[config.mk]
export PLATFORM = sky130hd
export DESIGN_NAME = peak_hold_multi
export DESIGN_NICKNAME = d
export VERILOG_FILES = /design/src/rtl/peak_hold_pkg.sv /design/src/rtl/peak_tree.sv /design/src/rtl/peak_hold_multi.sv
export SDC_FILE = /design/constraint.sdc
export NUM_CORES = 2
export LEC_CHECK = 0
export BUFFER_PORTS_ARGS = -buffer_cell sky130_fd_sc_hd__buf_2
export CAP_MARGIN = 25
export CORE_MARGIN = 5
export CORE_UTILIZATION = 50
export CTS_CLUSTER_DIAMETER = 60
export DETAILED_ROUTE_END_ITERATION = 12
export PLACE_DENSITY = 0.7
export SLEW_MARGIN = 30
export SYNTH_ARGS = -nofsm -noshare
export SYNTH_HDL_FRONTEND = slang
export SYNTH_SLANG_ARGS = --single-unit
[constraint.sdc]
create_clock -name clk -period 2.8 [get_ports clk]
set_clock_uncertainty 0.05 [all_clocks]
set_input_delay 0.28 -clock clk [delete_from_list [all_inputs] [get_ports clk]]
set_output_delay 0.28 -clock clk [all_outputs]
set_load 0.005 [all_outputs]
[src/rtl/peak_hold_pkg.sv]
// Shared types and helpers for the multi-channel windowed peak detector.
// Magnitude rule, width helpers and the default tree node record.
package peak_hold_pkg;

  localparam int PH_MAX_W = 64;
  localparam int PH_W     = 32;
  localparam int PH_NCH   = 4;
  localparam int PH_PW    = 24;

  function automatic int chw_f(input int nch);
    return (nch > 1) ? $clog2(nch) : 1;
  endfunction

  function automatic int lvl_f(input int nch);
    return (nch > 1) ? $clog2(nch) : 0;
  endfunction

  localparam int PH_CHW = chw_f(PH_NCH);

  typedef struct packed {
    logic [PH_W-1:0]   mag;
    logic [PH_CHW-1:0] ch;
    logic [PH_PW-1:0]  pos;
  } ph_node_t;

  // x arrives sign-extended from w bits; the result always fits in w-1 bits.
  // mode 1: two's-complement abs with the most negative value clamped.
  // mode 0: legacy ones-complement fold, so -1 becomes 0.
  function automatic logic [PH_MAX_W-1:0] mag_f(input logic [PH_MAX_W-1:0] x,
                                                 input logic mode, input int w);
    logic [PH_MAX_W-1:0] lim, r;
    lim = (PH_MAX_W'(1) << (w - 1)) - PH_MAX_W'(1);
    if (!x[PH_MAX_W-1]) r = x;
    else if (mode)      r = ~x + PH_MAX_W'(1);
    else                r = ~x;
    if (r > lim) r = lim;
    return r;
  endfunction

endpackage

[src/rtl/peak_tree.sv]
// Registered compare-select reduction of NCH {mag, ch, pos} records.
// One register per tree level; ties keep the lower-index input.
module peak_tree import peak_hold_pkg::*; #(
  parameter int  NCH    = PH_NCH,
  parameter type node_t = ph_node_t
) (
  input  logic            clk,
  input  logic            rst,
  input  logic            in_valid,
  input  node_t [NCH-1:0] in_node,
  output logic            out_valid,
  output node_t           out_node
);
  localparam int L = lvl_f(NCH);
  localparam int P = 1 << L;

  if (L == 0) begin : g_pass
    assign out_valid = in_valid;
    assign out_node  = in_node[0];
  end else begin : g_tree
    // Heap layout: leaves at P..2P-1 (zero-padded), internal nodes 1..P-1.
    node_t [2*P-1:2] heap;
    node_t [P-1:1]   node_d, node_q;
    logic  [L-1:0]   vld_q;
    logic  [L:0]     vld_pipe;

    assign vld_pipe = {vld_q, in_valid};

    always_comb begin
      heap = '0;
      for (int i = 0; i < NCH; i++) heap[P+i] = in_node[i];
      for (int n = 2; n < P; n++)   heap[n]   = node_q[n];
      for (int n = 1; n < P; n++)
        node_d[n] = (heap[2*n+1].mag > heap[2*n].mag) ? heap[2*n+1] : heap[2*n];
    end

    always_ff @(posedge clk) begin
      if (rst) begin
        node_q <= '0;
        vld_q  <= '0;
      end else begin
        node_q <= node_d;
        vld_q  <= vld_pipe[L-1:0];
      end
    end

    assign out_valid = vld_pipe[L];
    assign out_node  = node_q[1];
  end

endmodule

[src/rtl/peak_hold_multi.sv]
// Multi-channel windowed peak detector: per-channel magnitude and running
// max, frozen on each ms_in rise and reduced to one {mag, ch, pos} report.
module peak_hold_multi import peak_hold_pkg::*; #(
  parameter int  W    = 32,
  parameter int  NCH  = 4,
  parameter int  PW   = 24,
  parameter int  MODE = 1,
  localparam int CHW  = chw_f(NCH)
) (
  input  logic             clk,
  input  logic             rst,
  input  logic             ms_in,
  input  logic [NCH*W-1:0] din,
  input  logic             din_valid,
  output logic [W-1:0]     max_out,
  output logic [CHW-1:0]   max_ch,
  output logic [PW-1:0]    max_pos,
  output logic             max_valid
);
  typedef struct packed {
    logic [W-1:0]   mag;
    logic [CHW-1:0] ch;
    logic [PW-1:0]  pos;
  } node_t;

  logic [NCH-1:0][W-1:0]  mag_d, mag_q;
  logic                   mag_v_q;
  logic                   ms_r1_q, ms_r2_q, close;
  logic [PW-1:0]          cnt_d, cnt_q;
  logic [NCH-1:0][W-1:0]  inner_d, inner_q;
  logic [NCH-1:0][PW-1:0] ipos_d, ipos_q;
  logic [NCH-1:0]         win;
  node_t [NCH-1:0]        hold_d, hold_q;
  logic                   hold_v_q;
  logic                   tree_v;
  node_t                  tree_node;
  node_t                  out_d, out_q;
  logic                   max_valid_q;

  assign close = ms_r1_q & ~ms_r2_q;

  always_comb begin
    for (int c = 0; c < NCH; c++)
      mag_d[c] = W'(mag_f(PH_MAX_W'($signed(din[c*W +: W])), MODE != 0, W));
  end

  // The sample sitting in stage M during close still belongs to the old window.
  always_comb begin
    cnt_d = cnt_q;
    if (close)                       cnt_d = mag_v_q ? PW'(1) : '0;
    else if (mag_v_q && cnt_q != '1) cnt_d = cnt_q + PW'(1);

    win     = '0;
    inner_d = inner_q;
    ipos_d  = ipos_q;
    hold_d  = hold_q;
    for (int c = 0; c < NCH; c++) begin
      win[c] = mag_v_q && (mag_q[c] > inner_q[c]);
      if (close) begin
        hold_d[c].mag = win[c] ? mag_q[c] : inner_q[c];
        hold_d[c].pos = win[c] ? cnt_q    : ipos_q[c];
        hold_d[c].ch  = CHW'(c);
        inner_d[c]    = '0;
        ipos_d[c]     = '0;
      end else if (win[c]) begin
        inner_d[c] = mag_q[c];
        ipos_d[c]  = cnt_q;
      end
    end
  end

  assign out_d = tree_v ? tree_node : out_q;

  always_ff @(posedge clk) begin
    if (rst) begin
      mag_q       <= '0;
      mag_v_q     <= 1'b0;
      ms_r1_q     <= 1'b0;
      ms_r2_q     <= 1'b0;
      cnt_q       <= '0;
      inner_q     <= '0;
      ipos_q      <= '0;
      hold_q      <= '0;
      hold_v_q    <= 1'b0;
      out_q       <= '0;
      max_valid_q <= 1'b0;
    end else begin
      mag_q       <= mag_d;
      mag_v_q     <= din_valid;
      ms_r1_q     <= ms_in;
      ms_r2_q     <= ms_r1_q;
      cnt_q       <= cnt_d;
      inner_q     <= inner_d;
      ipos_q      <= ipos_d;
      hold_q      <= hold_d;
      hold_v_q    <= close;
      out_q       <= out_d;
      max_valid_q <= tree_v;
    end
  end

  peak_tree #(.NCH(NCH), .node_t(node_t)) u_tree (
    .clk       (clk),
    .rst       (rst),
    .in_valid  (hold_v_q),
    .in_node   (hold_q),
    .out_valid (tree_v),
    .out_node  (tree_node)
  );

  assign max_out   = out_q.mag;
  assign max_ch    = out_q.ch;
  assign max_pos   = out_q.pos;
  assign max_valid = max_valid_q;

endmodule

==> qor.csv <==
stage,metric,value,unit
final_layout,multi-input logic area,0.0187,mm²
placed_design,worst setup slack after placement,-0.227,ns
setup_path,cell family with the largest share of critical-path delay,compound AO/OA/AOI/OAI gates,
clock_tree,Sink Count,839,
synth,Post-synth EDFFs,0,
setup_path,worst path arrival time,3.45,ns
drt,drt pass-1 iters,6,
setup_path,Worst Path Max Fanout,8,
final_layout,Area growth syn-to-layout,30.0,%
setup_path,Worst Path Buf+Inv,4,
floorplan,FP Rows,97,
sta,Max Slew Vio Count,0,
setup_path,critical path's slowest cell,dfxtp_1,
run_status,violated checks,setup timing,
drt,vias after detailed routing,28200,
sta,crit share post-route,107,%
sta,Max Clk Rate,335,MHz
clock_tree,"Clk pin slew, worst setup/hold paths",0.06,ns
floorplan,die width,275,µm
floorplan,Die ar.,0.0755,mm²
floorplan,core area,0.0698,mm²
synth,part of the Yosys area used for sequential elements,47.9,%
clock_tree,TritonCTS clock tree,done,
synth,Yosys cell types,60,
setup_path,crit end category,flop,
global_routing,first-pass GRT wire length,142000,µm
placed_design,GPL Wtd Cong,0.929,
global_routing,largest net degree at the start of global routing,146,
setup_path,CP peak stage delay,0.40,ns
setup_path,CP Launch Type,flop,
sta,Max-slew headroom,45.4,%
synth,ys async rst share,0,%
drt,drt drc,0,
pwr,VDD IR max,0.398,mV
sta,final setup fails,137,
run_status,status,finished with violations,
clock_tree,worst skew pair latency,0.67,ns
floorplan,initial core utilization,50.2,%
setup_path,Critical Path RT,3.26,ns
clock_tree,number of buffers created by CTS,83,
drt,remaining antenna violation count,0,
synth,Yosys warnings,0,
hold_path,Worst Hold Class,in -> reg,
drt,Avg WL per Cell,18.6,µm
final_layout,ratio of cells with drive above 1 in the final layout,21.6,%
synth,Mapped Avg Cell Area,9.39,µm²
clock_tree,H-tree level count,3,
drt,vias per std cell,5.43,
pwr,overall power,29.2,mW
final_layout,NumNets Final,4549,
synth,ys flop type,dfxtp_1,
drt,1st-iter DRT viols,1981,
placed_design,post-detail-place hpwl,61200,µm
setup_path,"critical path, cell by cell",inv_1 > ha_1 > nand4_1 > nor2_1 > a221o_1 > o31a_1 > o211ai_1 > buf_6 > buf_12 > buf_16 > mux2i_4 > o22ai_1,
placed_design,PortBufs,190,
drt,drt total wl,96600,µm
sta,Final Hold Fails,0,
clock_tree,CTS root buffer,clkbuf_16,
sta,worst slew pin tran,0.818,ns
final_layout,sequential cell area,0.0169,mm²
sta,fin crit period,2.99,ns
synth,Syn Inst Count,3731,
clock_tree,CTS Buffer Depth,3,
synth,Synth Cell Area,0.0350,mm²
flow_run,max-cap violations,0,
sta,final setup margin,-0.187,ns
final_layout,Filler cells,5237,
setup_path,Crit Path Class,reg -> reg,
sta,RSZ-0062 raised after global routing,yes,
global_routing,vias in the first global route,26500,
global_routing,gr usage total,23.2,%
global_routing,initial antenna violation count,1,
floorplan,Ports,191,
synth,"FF+latch count, synth",839,
floorplan,die height,275,µm
pwr,Lkg Pwr,18.8,nW
pwr,power density over cell area,642,mW/mm²
global_routing,grt ovf,0,
cell families after synthesis:
logic type,after synthesis,share of synthesized area [%]
fa+ha+maj,229,8.18
mux,460,13.2
other cells,1,0.0107
compound gates,614,10.3
xor+xnor,117,2.92
buf+inv,445,4.84
flops,839,47.9
simple gates,1026,12.7
layout by cell type (no fill, tap or decap), types with 62 or more instances in the layout:
| master | netlist | routed |
|---|---|---|
| nor2_1 | 533 | 527 |
| buf_2 | 20 | 189 |
| ha_1 | 229 | 211 |
| nand2_1 | 257 | 255 |
| a21oi_1 | 176 | 171 |
| inv_1 | 243 | 234 |
| mux2i_4 | 0 | 110 |
| xor2_1 | 104 | 104 |
| buf_4 | 0 | 186 |
| mux2i_1 | 456 | 293 |
| dfxtp_1 | 839 | 776 |
| o21ai_0 | 230 | 162 |
| o22ai_1 | 64 | 62 |
| clkbuf_16 | 0 | 95 |
| dlygate4sd3_1 | 0 | 125 |
worst paths after layout:
path / startpoint / to / slack (ns) / depth (start not counted)
setup / recovery: inner_q[72] / hold_q[172] / -0.19 / 12
hold reg to reg: u_tree.g_tree.vld_q[0] / u_tree.g_tree.vld_q[1] / 0.39 / 1
setup reg to reg: inner_q[72] / hold_q[172] / -0.19 / 12
hold / removal: din[37] / mag_q[37] / 0.02 / 3
worst min-delay path: stages:
cell and delay, ns:
buf_2 0.12, xor2_1 0.08, a21oi_1 0.16
area by class of cell:
type	count	area share, %
flip-flops and latches	839	37.1
inverters	243	2.00
repair buffers	571	10.9
multi-input cells	2450	41.0
clock buffers	114	5.30
well taps	940	2.58
diodes	1	0.00549
clock inverters	35	1.16
metal layers:
layer	up-vias	routed length [µm]	global-route usage (%)
met4	0	2840	6.49
met1	13400	42200	32.2
met2	865	45500	38.1
met5	-	0	0
met3	193	6010	3.08
li1	13700	-	-
where the power goes:
group          total, mW  internal (mW)  switching (mW)
clock network       11.7           6.77            4.88
logic               5.14           2.51            2.63
registers           12.4           12.2           0.246
total               29.2           21.5            7.76
flip-flops by register name, summed over array words and instances, names as in the netlist:
name and cells:
u_tree.g_tree.vld_q 2, max_out 32, ms_r1_q 1, cnt_q 24, hold_q 225, u_tree.g_tree.heap 115, ms_r2_q 1, mag_v_q 1
max_valid 1, max_pos 24, mag_q 128, ipos_q 96, inner_q 128, hold_v_q 1, max_ch 2, u_tree.out_node 58
timing repair:
action                                  CTS  global route
hold buffers                            127             0
gates resized for setup                 103           444
endpoints found under the setup margin  284           572
gates cloned                              7            13
buffers inserted                         12            28
endpoints found under the hold margin   137             0
pin swaps                                12            76
cells in the mapped netlist (all sizes together) (4+ instances only):
library cell	number	area, µm²
inv	243	912
ha	229	2870
a211oi	27	208
nor3b	4	30.0
nand4	48	300
o21ai	231	1160
a311oi	8	70.1
nor4	16	106
and4	12	105
nor2	533	2000
o31ai	33	248
nor3	32	160
a21oi	176	881
a221o	9	90.1
or2	5	31.3
mux2i	456	4560
xor2	104	911
o22ai	64	400
nand3	45	225
o41ai	13	114
nand2b	10	62.6
dfxtp	839	16800
a21boi	7	52.6
a21o	13	97.6
nand2	257	965
mux2	4	45.0
or3	12	85.1
or4	20	154
clkbuf	158	593
a221oi	7	61.3
xnor2	13	114
nor2b	15	93.8
and2	8	50.1
buf	44	190
o211ai	8	60.1
stage by stage:
step | hold slack (ns) | area (µm²) | util (%) | setup TNS (ns) | instances
3_5_place_dp | 0.378 | 38300 | 54.9 | -19.13 | 4864
3_3_place_gp | 0.366 | 38300 | 54.9 | -15.29 | 4864
2_1_floorplan | 0.323 | 35100 | - | -0.725 | 3734
4_1_cts | 0.000474 | 43200 | 61.8 | -0.00367 | 5158
6_report | 0.0174 | 45500 | 65.3 | -9.38 | 5193
5_1_grt | 0.0430 | 45500 | 65.3 | -25.73 | 5193
(Power assumes the default switching activity.)
